**config.mk**
```make
export PLATFORM = sky130hd
export DESIGN_NAME = alu_arbiter_3bit
export DESIGN_NICKNAME = d
export VERILOG_FILES = /design/src/rtl/alu_arbiter_3bit.sv
export SDC_FILE = /design/constraint.sdc
export NUM_CORES = 1
export LEC_CHECK = 0
export CORE_UTILIZATION = 45
export CTS_BUF_LIST = sky130_fd_sc_hd__clkbuf_4 sky130_fd_sc_hd__clkbuf_8
export DETAILED_ROUTE_END_ITERATION = 8
export PLACE_DENSITY_LB_ADDON = 0.08
export SYNTH_ARGS = -nofsm -noshare
export SYNTH_HDL_FRONTEND = slang
export SYNTH_SLANG_ARGS = --single-unit
```
**constraint.sdc**
```tcl
create_clock -name clk -period 2.4 [get_ports clk]
set_clock_uncertainty 0.05 [all_clocks]
set_input_delay 0.48 -clock clk [delete_from_list [all_inputs] [get_ports clk]]
set_output_delay 0.48 -clock clk [all_outputs]
set_load 0.05 [all_outputs]
```
**src/rtl/alu_arbiter_3bit.sv**
```systemverilog
// Round-robin arbiter sharing one 3-bit ALU (add/sub/AND/OR) between two requesters.
// Operands are registered before the ALU and results after it, so the response is held stable.
module alu_arbiter_3bit #(
  parameter logic RESET_PRIO = 1'b0
) (
  input  logic       clk,
  input  logic       rst,
  input  logic       r0_valid,
  output logic       r0_ready,
  input  logic [2:0] r0_a,
  input  logic [2:0] r0_b,
  input  logic [1:0] r0_sel,
  input  logic       r1_valid,
  output logic       r1_ready,
  input  logic [2:0] r1_a,
  input  logic [2:0] r1_b,
  input  logic [1:0] r1_sel,
  output logic       resp_valid,
  input  logic       resp_ready,
  output logic       resp_id,
  output logic [2:0] resp_y,
  output logic       resp_cout,
  output logic       busy
);

  localparam logic [1:0] IDLE = 2'd0;
  localparam logic [1:0] EXEC = 2'd1;
  localparam logic [1:0] RESP = 2'd2;

  logic [1:0] state_q, state_d;
  logic       prio_q, prio_d;
  logic [2:0] opA_q, opA_d;
  logic [2:0] opB_q, opB_d;
  logic [1:0] opSel_q, opSel_d;
  logic       opId_q, opId_d;
  logic [2:0] respY_q, respY_d;
  logic       respCout_q, respCout_d;
  logic       respId_q, respId_d;

  logic       grantValid;
  logic       grantId;
  logic [2:0] bOperand;
  logic [3:0] sum;
  logic [2:0] aluY;
  logic       aluCout;

  // Ties go to prio; a lone requester wins regardless of prio.
  always_comb begin
    grantValid = 1'b0;
    grantId    = 1'b0;
    if (state_q == IDLE && !rst) begin
      if (r0_valid && r1_valid) begin
        grantValid = 1'b1;
        grantId    = prio_q;
      end else if (r0_valid) begin
        grantValid = 1'b1;
        grantId    = 1'b0;
      end else if (r1_valid) begin
        grantValid = 1'b1;
        grantId    = 1'b1;
      end
    end
  end

  assign r0_ready = grantValid && !grantId;
  assign r1_ready = grantValid && grantId;

  // Subtract is A + ~B + 1, so carry-out means "no borrow".
  always_comb begin
    bOperand = (opSel_q == 2'b01) ? ~opB_q : opB_q;
    sum      = {1'b0, opA_q} + {1'b0, bOperand} + {3'b000, (opSel_q == 2'b01)};
    aluY     = sum[2:0];
    aluCout  = sum[3];
    case (opSel_q)
      2'b10: begin
        aluY    = opA_q & opB_q;
        aluCout = 1'b0;
      end
      2'b11: begin
        aluY    = opA_q | opB_q;
        aluCout = 1'b0;
      end
      default: begin
        aluY    = sum[2:0];
        aluCout = sum[3];
      end
    endcase
  end

  always_comb begin
    state_d    = state_q;
    prio_d     = prio_q;
    opA_d      = opA_q;
    opB_d      = opB_q;
    opSel_d    = opSel_q;
    opId_d     = opId_q;
    respY_d    = respY_q;
    respCout_d = respCout_q;
    respId_d   = respId_q;
    case (state_q)
      IDLE: begin
        if (grantValid) begin
          opA_d   = grantId ? r1_a : r0_a;
          opB_d   = grantId ? r1_b : r0_b;
          opSel_d = grantId ? r1_sel : r0_sel;
          opId_d  = grantId;
          state_d = EXEC;
        end
      end
      EXEC: begin
        respY_d    = aluY;
        respCout_d = aluCout;
        respId_d   = opId_q;
        state_d    = RESP;
      end
      RESP: begin
        if (resp_ready) begin
          prio_d  = ~respId_q;
          state_d = IDLE;
        end
      end
      default: state_d = IDLE;
    endcase
  end

  always_ff @(posedge clk) begin
    if (rst) begin
      state_q    <= IDLE;
      prio_q     <= RESET_PRIO;
      opA_q      <= 3'd0;
      opB_q      <= 3'd0;
      opSel_q    <= 2'd0;
      opId_q     <= 1'b0;
      respY_q    <= 3'd0;
      respCout_q <= 1'b0;
      respId_q   <= 1'b0;
    end else begin
      state_q    <= state_d;
      prio_q     <= prio_d;
      opA_q      <= opA_d;
      opB_q      <= opB_d;
      opSel_q    <= opSel_d;
      opId_q     <= opId_d;
      respY_q    <= respY_d;
      respCout_q <= respCout_d;
      respId_q   <= respId_d;
    end
  end

  assign resp_valid = (state_q == RESP);
  assign resp_id    = respId_q;
  assign resp_y     = respY_q;
  assign resp_cout  = respCout_q;
  assign busy       = (state_q != IDLE);

endmodule

```
==> reports/results.env <==
RUN_STATUS='finished, final reports clean'
IOPINCOUNT=30
GRT_USE_TOTAL_PCT=21.0
INSERTION_DELAY_NS=0.29
GPL.FINAL_WEIGHTED_CONGESTION=0.869
YOSYSUNIQUECELLTYPES=34
CTS_SETUP_BUFFERS=0
WORST_SLEW_PIN_SLEW_NS=0.496
CORE.ROWCOUNT=15
CTS_TREE='done'
SYNTHDOMINANTCELLAREASHARE_PCT=37.0
FIN_SETUP_TNS_NS=0
WL_MICRONS=2060
SYN_NETS=131
DRIVE_ABOVE_1_SHARE_PCT=8.03
GLOBALROUTEOVERFLOWTOTAL=0
TIMING.CRITICAL_PATH.ARRIVAL_NS=1.73
DP_HPWL_MICRONS=1680
POST-ROUTE-PERIOD-UTIL_PCT=94.0
SYN_AREA_SQ_UM=920
STATIC-LEAKAGE-POWER_nW=0.532
SYNTHARSTFLOPSHARE_PCT=0
WORSTSETUPSTARTPOINTTYPE='flip-flop'
AREA.SEQUENTIAL_SQ_UM=340
CRITICALPATHCATEGORY='flip-flop to output pin'
CTSROOTBUFFERMASTER='sky130_fd_sc_hd__clkbuf_4'
REQUIRED_NS=1.87
MAX_FREQ_GHz=0.443
REG2REG_SETUP_SLACK_NS=0.34
HOLD_PATH.CLASS='flip-flop to flip-flop'
WL_PER_CELL_MICRONS=12.7
CLOCK_TRANSITION_AT_THE_REGISTER_CLOCK_PINS_ON_THE_WORST_SETUP_AND_HOLD_PATHS_AFTER_CTS_NS=0.10
TRITONCTS_BUFFERS=3
TIMING.MAX_CAP.VIOLATIONS=0
DIEHEIGHT_MICRONS=47.2
MAXSLEWHEADROOM_PCT=66.8
DIE_WIDTH_MICRONS=47.2
VIA_PER_INST=5.49
ANTENNA_FOUND_INITIAL=0
FINAL_CELL_MIX='sky130_fd_sc_hd__clkdlybuf4s50_1, sky130_fd_sc_hd__dfxtp_1, sky130_fd_sc_hd__nand2_1'
COMMONEST_NON_FILL_NON_TAP_CELL_IN_THE_LAYOUT='sky130_fd_sc_hd__clkdlybuf4s50_1'
INITIAL_CORE_UTIL_PCT=50.5
ANT_NETS=0
AREAGROWTHSYNTHTOFINISH_PCT=41.2
SYNTH-WARNING-COUNT=0
DIE-AREA_SQ_UM=2230
SYNTH_AREA_LEADERS='sky130_fd_sc_hd__dfxtp_1, sky130_fd_sc_hd__a221o_1, sky130_fd_sc_hd__ha_1, sky130_fd_sc_hd__and3_1, sky130_fd_sc_hd__nand2_1'
SEQ_AREA_FRAC_SYNTH_PCT=37.0
DRT-PASS1-ITER-COUNT=4
SYNTH_EDF_COUNT=0
POST-ROUTE-MIN-PERIOD_NS=2.26
GRT_PASS1_WL_MICRONS=3320
CLKSINKCOUNT=17
LARGEST_FANOUT_ON_THE_CRITICAL_PATH=6
PLACEMENT.IO_BUFFERS=29
CORE_AREA_SQ_UM=1820
GRT_START_MAX_NET_PINS=13
POST-SYNTH-TOP-AREA-CELL='sky130_fd_sc_hd__dfxtp_1'
FINALSETUPVIOLCOUNT=0
POST_PLACE_INSTANCE_AREA_SQ_UM=1270
TIMING.CRITICAL_PATH.TO_TYPE='output pin'
ANTENNA-DIODE-COUNT=0
NUMBER_OF_GLOBAL_ROUTE_VIAS_BEFORE_REPAIR=814
POWER-PER-CELL-AREA_nW_PER_UM2=563
FINAL-HOLD-VIOLATION-COUNT=0
NUM_VIAS=889
COMBINED_AREA_OF_THE_MULTI_INPUT_LOGIC_CELLS_SQ_UM=533
FINALNETCOUNT=164
DRC_ERRORS_LEFT=0
POSTSYNTH.TOPFLOPCELL='sky130_fd_sc_hd__dfxtp_1'
WORST_IR_DROP_VDD_uV=331
CTS_HTREE_LEVELS=1
FILLER_CELL_COUNT=168
NUMBER_OF_CELLS_UPSIZED_OR_DOWNSIZED_AFTER_CTS=0
SYN_AVG_CELL_AREA_SQ_UM=8.76
GRT_SETUP_UNREPAIRED='no'
DETAILEDROUTE.FIRSTITERATIONVIOLATIONS=13
DRV_SLEW=0
CTSHOLDBUFFERS=0
MAX-CLOCK-PATH-BUFFERS=2
SYN_INST=105
FIN_AREA_SQ_UM=1300
YS_FF_LATCH=17
## worst max-delay path, stage by stage, from the launching register on
cell and delay (ns):
sky130_fd_sc_hd__dfxtp_1 0.42, sky130_fd_sc_hd__nor2b_1 0.19, sky130_fd_sc_hd__clkdlybuf4s50_1 0.82
## cell type report
cell class,count,area share [%]
clock buffer,3,1.73
inverter,7,2.02
multi-input combinational,76,41.0
tap,25,2.41
sequential,17,26.2
timing repair buffer,33,26.2
clock inverter,1,0.385
## state kept, by name, summed over array words and instances, names as in the netlist
register   count
opA_q          3
opB_q          3
resp_y         3
opSel_q        2
state_q        2
opId_q         1
prio_q         1
resp_cout      1
resp_id        1
## routing by layer
layer	global-route usage (%)	part of all wire (%)	up-vias
met2	39.4	51	13
li1	-	-	456
met4	6.86	0.73	0
met5	0	0	-
met1	24.0	46	418
met3	3.46	2.2	2
## where the power goes
part           switching [mW]  internal [mW]
registers              0.0296          0.308
logic                   0.127          0.116
clock network          0.0884         0.0618
total                   0.245          0.486
## final timing paths
path | from | cells past startpoint | endpoint
max | state_q[1] | 2 | resp_valid
min | resp_y[1] | 2 | resp_y[1]
max reg2reg | opSel_q[0] | 6 | resp_y[1]
min reg2reg | resp_y[1] | 2 | resp_y[1]
## per-stage QoR
step | total power [mW] | cells | hold WS [ns] | setup WS (ns) | utilization [%]
CTS | 0.736 | 162 | 0.417 | 0.132 | 71.3
global route | 0.769 | 162 | 0.436 | 0.0641 | 71.3
global placement | 0.579 | 158 | 0.392 | 0.314 | 69.8
detailed placement | 0.588 | 158 | 0.398 | 0.244 | 69.8
finish | 0.731 | 162 | 0.409 | 0.143 | 71.3
floorplan | 0.491 | 105 | 0.376 | 0.391 | -
## cell families after synthesis
logic type / count (synthesis) / share of synthesized area [%]
DFF: 17 / 37.0
buffers and inverters: 12 / 5.03
muxes: 1 / 1.09
xor gates and xnor gates: 3 / 2.86
and+or+nand+nor: 38 / 21.9
adders and majority gates: 5 / 7.62
AOI/OAI and AO/OA: 29 / 24.5
## synthesized netlist by cell type, drive strengths merged (2+ instances only)
cell and count:
o21ai 2, o32ai 3, xnor2 2, a31oi 4
a221o 5, nor2 5, nand2b 4, clkbuf 5
dfxtp 17, o311ai 3, inv 7, nor3 3
and2 2, nand2 10, a21oi 5, and3 6
ha 4, nor2b 3
No activity file was read; power rests on OpenSTA's default activity.
